## config.mk

```make
export PLATFORM = sky130hd
export DESIGN_NAME = cancel_accumulator
export DESIGN_NICKNAME = d
export VERILOG_FILES = /design/src/rtl/cancel_pkg.sv /design/src/rtl/sat_add.sv /design/src/rtl/cancel_accumulator.sv
export SDC_FILE = /design/constraint.sdc
export NUM_CORES = 1
export LEC_CHECK = 0
export ABC_AREA = 0
export CORE_ASPECT_RATIO = 1.25
export CORE_UTILIZATION = 35
export DETAILED_ROUTE_END_ITERATION = 12
export GPL_TIMING_DRIVEN = 0
export SYNTH_ARGS = -nofsm -noshare
export SYNTH_HDL_FRONTEND = slang
export SYNTH_SLANG_ARGS = --single-unit
```

## constraint.sdc

```tcl
create_clock -name clk -period 15.4 [get_ports clk]
set_input_delay 3.08 -clock clk [delete_from_list [all_inputs] [get_ports clk]]
set_output_delay 3.08 -clock clk [all_outputs]
set_load 0.02 [all_outputs]
```

## src/rtl/cancel_pkg.sv

```systemverilog
// Shared constants and types for the per-client cancelled-order accumulator.
package cancel_pkg;

  localparam int unsigned D_WIDTH = 32;
  localparam int unsigned A_WIDTH = 5;
  localparam int unsigned A_MAX   = 1 << A_WIDTH;

  localparam logic [D_WIDTH-1:0] THRESHOLD = 32'd1_000_000;

  typedef logic [A_WIDTH-1:0] client_id_t;
  typedef logic [D_WIDTH-1:0] value_t;

  typedef enum logic {
    INIT = 1'b0,
    RUN  = 1'b1
  } state_t;

endpackage

```

## src/rtl/sat_add.sv

```systemverilog
// Unsigned saturating adder: clamps to all-ones when the sum carries out.
module sat_add
  import cancel_pkg::*;
(
  input  logic [D_WIDTH-1:0] a_i,
  input  logic [D_WIDTH-1:0] b_i,
  output logic [D_WIDTH-1:0] sum_o
);

  logic [D_WIDTH:0] full_sum;

  assign full_sum = {1'b0, a_i} + {1'b0, b_i};
  assign sum_o    = full_sum[D_WIDTH] ? '1 : full_sum[D_WIDTH-1:0];

endmodule

```

## src/rtl/cancel_accumulator.sv

```systemverilog
// Read-modify-write stage for the per-client cancelled-order RAM: zero sweep
// after reset, then one saturating accumulate per cycle with W/W2 forwarding.
module cancel_accumulator
  import cancel_pkg::*;
(
  input  logic               clk,
  input  logic               reset,
  // in_valid/in_ready: an event transfers on every cycle where both are high;
  // in_ready is low for the whole zero sweep and constantly high afterwards.
  input  logic               in_valid,
  output logic               in_ready,
  input  logic [A_WIDTH-1:0] in_client_id,
  input  logic [D_WIDTH-1:0] in_value,
  output logic [A_WIDTH-1:0] ram_address_read,
  input  logic [D_WIDTH-1:0] ram_data_read,
  output logic [A_WIDTH-1:0] ram_address_write,
  output logic [D_WIDTH-1:0] ram_data_write,
  output logic               ram_write_enable,
  output logic               alert_valid,
  output logic [A_WIDTH-1:0] alert_client_id,
  output logic [D_WIDTH-1:0] alert_total,
  output logic               init_done,
  output state_t             dbg_state_o
);

  localparam logic [A_WIDTH:0] INIT_END = (A_WIDTH + 1)'(A_MAX);

  state_t             state_q;
  logic [A_WIDTH:0]   init_cnt_q;
  logic               in_ready_q;
  logic               init_done_q;

  logic               s1_valid_q;
  logic [A_WIDTH-1:0] s1_client_q;
  logic [D_WIDTH-1:0] s1_value_q;

  // W stage doubles as the RAM write port registers.
  logic               w_valid_q;
  logic               ram_we_q;
  logic [A_WIDTH-1:0] ram_addr_q;
  logic [D_WIDTH-1:0] ram_data_q;

  logic               w2_valid_q;
  logic [A_WIDTH-1:0] w2_client_q;
  logic [D_WIDTH-1:0] w2_data_q;

  logic               alert_valid_q;
  logic [A_WIDTH-1:0] alert_client_q;
  logic [D_WIDTH-1:0] alert_total_q;

  logic [D_WIDTH-1:0] old_d;
  logic [D_WIDTH-1:0] new_d;
  logic               crosses_d;

  // The RAM returns old data on read-during-write, so the two most recent
  // writes must override it; the newer one wins.
  always_comb begin
    old_d = ram_data_read;
    if (w_valid_q && (ram_addr_q == s1_client_q)) begin
      old_d = ram_data_q;
    end else if (w2_valid_q && (w2_client_q == s1_client_q)) begin
      old_d = w2_data_q;
    end
  end

  sat_add u_sat_add (
    .a_i   (old_d),
    .b_i   (s1_value_q),
    .sum_o (new_d)
  );

  assign crosses_d = (old_d < THRESHOLD) && (new_d >= THRESHOLD);

  always_ff @(posedge clk or posedge reset) begin
    if (reset) begin
      state_q        <= INIT;
      init_cnt_q     <= '0;
      in_ready_q     <= 1'b0;
      init_done_q    <= 1'b0;
      s1_valid_q     <= 1'b0;
      s1_client_q    <= '0;
      s1_value_q     <= '0;
      w_valid_q      <= 1'b0;
      ram_we_q       <= 1'b0;
      ram_addr_q     <= '0;
      ram_data_q     <= '0;
      w2_valid_q     <= 1'b0;
      w2_client_q    <= '0;
      w2_data_q      <= '0;
      alert_valid_q  <= 1'b0;
      alert_client_q <= '0;
      alert_total_q  <= '0;
    end else begin
      s1_valid_q    <= in_valid && in_ready_q;
      s1_client_q   <= in_client_id;
      s1_value_q    <= in_value;
      w2_valid_q    <= w_valid_q;
      w2_client_q   <= ram_addr_q;
      w2_data_q     <= ram_data_q;
      alert_valid_q <= 1'b0;
      case (state_q)
        INIT: begin
          w_valid_q <= 1'b0;
          if (init_cnt_q == INIT_END) begin
            state_q     <= RUN;
            init_done_q <= 1'b1;
            in_ready_q  <= 1'b1;
            ram_we_q    <= 1'b0;
          end else begin
            ram_we_q   <= 1'b1;
            ram_addr_q <= init_cnt_q[A_WIDTH-1:0];
            ram_data_q <= '0;
            init_cnt_q <= init_cnt_q + 1'b1;
          end
        end
        RUN: begin
          w_valid_q <= s1_valid_q;
          ram_we_q  <= s1_valid_q;
          if (s1_valid_q) begin
            ram_addr_q <= s1_client_q;
            ram_data_q <= new_d;
            if (crosses_d) begin
              alert_valid_q  <= 1'b1;
              alert_client_q <= s1_client_q;
              alert_total_q  <= new_d;
            end
          end
        end
        default: state_q <= INIT;
      endcase
    end
  end

  assign in_ready          = in_ready_q;
  assign init_done         = init_done_q;
  assign ram_address_read  = in_client_id;
  assign ram_address_write = ram_addr_q;
  assign ram_data_write    = ram_data_q;
  assign ram_write_enable  = ram_we_q;
  assign alert_valid       = alert_valid_q;
  assign alert_client_id   = alert_client_q;
  assign alert_total       = alert_total_q;
  assign dbg_state_o       = state_q;

endmodule

```

==> reports/results.ini <==
[status]
status = completed

[clock_network]
ctsHoldBuffers = 0
cts_resized = 0
cts_buffers = 17
htreeDepth = 4
cts.sinks = 161
root_buffer = clkbuf_16
clk_latency_ps = 430
clkTransAtPathRegs_ps = 80
cts_tree = built
cts_setup_buffers = 0
clock_path_buffers = 2

[timing]
rsz0062_at_grt = false
fin_worst_skew_ps = 11.9
hold_viol = 0
tns_ps = 0
max_slew_margin_pct = 34.6
setup_violations = 0
layout_min_cycle_time_ps = 7950
max_freq_ghz = 0.126
finalWorstSetupSlack_ps = 7450
tightest_slew_ps = 981
fin_crit_sh_pct = 51.6
finalMaxSlewViolations = 0
hold_slack_ps = 391

[logic_synthesis]
yosysUniqueCellTypes = 61
syn_inst = 799
synth_seq_cells = 161
synth_edf_count = 0
ys_seq_area_share_pct = 48.7
syn_area_um2 = 8270
synth_area_leader_cell = dfrtp_1
synth_async_sr_flop_share_pct = 100
yosys_warnings = 0
synthTopCellsByCount = 161 x dfrtp_1, 103 x nand2_1, 81 x o21ai_0
ys.flop_type = dfrtp_1
syn-num-nets = 906
synth_area_leaders = dfrtp_1 49%, mux2i_1 5.7%, ha_1 5.1%, o21ai_0 4.9%, nand2_1 4.7%
synth.top_cell.area_share_pct = 48.7
synth_most_common_cell = dfrtp_1
syn_avg_cell_area_um2 = 10.4

[power]
p_per_area_nw_per_um2 = 113
ir_drop_uv = 68.5
finalPower_mw = 1.22
p_leak_nw = 4.74

[placement]
dpl_worst_slack_ps = 6990
place_congestion = 0.881
dp_hpwl_mm = 19.9
dp_cells = 1243
port_buffers = 155

[worst_setup_path]
required_ps = 15710
path_cells = clkdlybuf4s50_1 -> mux2i_1 -> o21ai_0 -> ha_1 -> inv_1 -> fa_1 -> nand2b_1 -> a21oi_1 -> o21ai_0 -> a211oi_1 -> o31ai_1 -> mux2i_1 -> o311ai_0 -> nand4_1 -> o41ai_2 -> buf_4 -> buf_12 -> mux2_4
critPathMaxStageDelay_ps = 610
critPathCaptureType = flip-flop
start_kind = input pin
cp_max_fo = 10
critical_path_class = in -> reg
slowest_stage = o311ai_0
cp.arrival_ps = 8260

[routing]
drc = 0
drt_first_pass_iters = 5
dr.first_iter.drc_count = 317
num_vias = 6717
via_per_inst = 5.27
routed_wirelength_mm = 26.2
ant_nets = 0
wl_per_cell_um = 20.6

[floorplan]
die_w_um = 139
io_pins = 156
design.core.area_um2 = 23100
initial_core_util_pct = 35.8
die-area_um2 = 24300
rows = 62
die_h_um = 174

[global_routing]
grt_usage_pct = 22.4
grt_pass1_vias = 6972
grt_pass1_wl_mm = 40.4
grt_max_degree = 99
overflow = 0
antenna_found_initial = 0

[cells_and_area]
multi_input_area_um2 = 3890
layout-drive-gt1-share_pct = 8.92
final_cells = 1275
area_growth_pct = 30.8
n_fill_cell = 2174
antenna_cells = 0
final_nets = 1081
seq_area_um2 = 4030

[min_path]
hold_class = reg -> reg

[flow_run]
drv_cap = 0

logic make-up after synthesis:
kind of cell	count (synthesis)	share of synthesized area, %
adders and majority gates	35	5.39
buffers and inverters	73	4.27
and+or+nand+nor	225	12.8
muxes	75	10.4
xor gates and xnor gates	39	4.13
AOI/OAI and AO/OA	191	14.4
DFF	161	48.7
layout make-up:
class                           count  area share (%)
Timing Repair Buffer              156            14.6
Multi-Input combinational cell    565            35.9
Sequential cell                   161            37.2
Tap cell                          288            3.33
Buffer                             45            2.29
Clock inverter                     14            1.50
Inverter                           28            1.04
Clock buffer                       18            4.06
worst max-delay path, delay by kind of cell:
kind                     cells  cell delay, ps
AO/OA/AOI/OAI                7            2520
adder cells (fa/ha/maj)      2             610
buffers and inverters        4            1050
multiplexers                 3             520
AND/OR/NAND/NOR              2             460
flip-flops by register name, indices dropped and copies added (netlist names), 5 cells and up:
name,cells
alert_client_id,5
alert_total,32
init_cnt_q,6
ram_address_write,5
ram_data_write,32
s1_client_q,5
s1_value_q,32
w2_client_q,5
w2_data_q,32
routing by layer:
metal | vias to the layer above | wire [µm] | GRT usage, %
li1 | 3177 | - | -
met1 | 3309 | 11000 | 26.8
met2 | 192 | 13400 | 39.9
met3 | 39 | 1040 | 3.43
met4 | 0 | 837 | 8.94
met5 | - | 0 | 0
report_power, final:
part	internal, mW	leakage (nW)	total (mW)	switching [mW]
registers	0.463	1.91	0.495	0.0317
logic	0.121	2.54	0.293	0.172
clock network	0.223	0.295	0.431	0.208
total	0.807	4.74	1.22	0.412
path summary, 6_finish.rpt:
path / startpoint / slack (ps) / cells past startpoint / endpoint
worst max-delay path: ram_data_read[0] / 7450 / 18 / alert_total[27]
worst min-delay path: w_valid_q / 390 / 0 / w2_valid_q
worst max register to register: s1_client_q[2] / 8070 / 23 / alert_total[27]
worst min register to register: w_valid_q / 390 / 0 / w2_valid_q
max in group asynchronous: reset / 11450 / 3 / ram_data_write[27]
min in group asynchronous: reset / 3090 / 2 / alert_total[15]
stage by stage:
step | util, % | cell area, µm²
global placement | 44.0 | 10200
floorplan | - | 8270
detailed placement | 44.2 | 10200
global route | 46.8 | 10800
CTS | 46.8 | 10800
finish | 46.8 | 10800
layout by cell type, fill, tap and decap left out, types with 17 or more instances in the layout:
master / count
dfrtp_1: 161
clkdlybuf4s50_1: 155
nand2_1: 103
o21ai_0: 81
mux2i_1: 47
a21oi_1: 41
ha_1: 34
clkbuf_1: 29
nor2_1: 29
inv_1: 27
nand3_1: 27
xnor2_1: 24
mux2_4: 19
clkbuf_16: 17
Power figures use the tool's default switching activity.
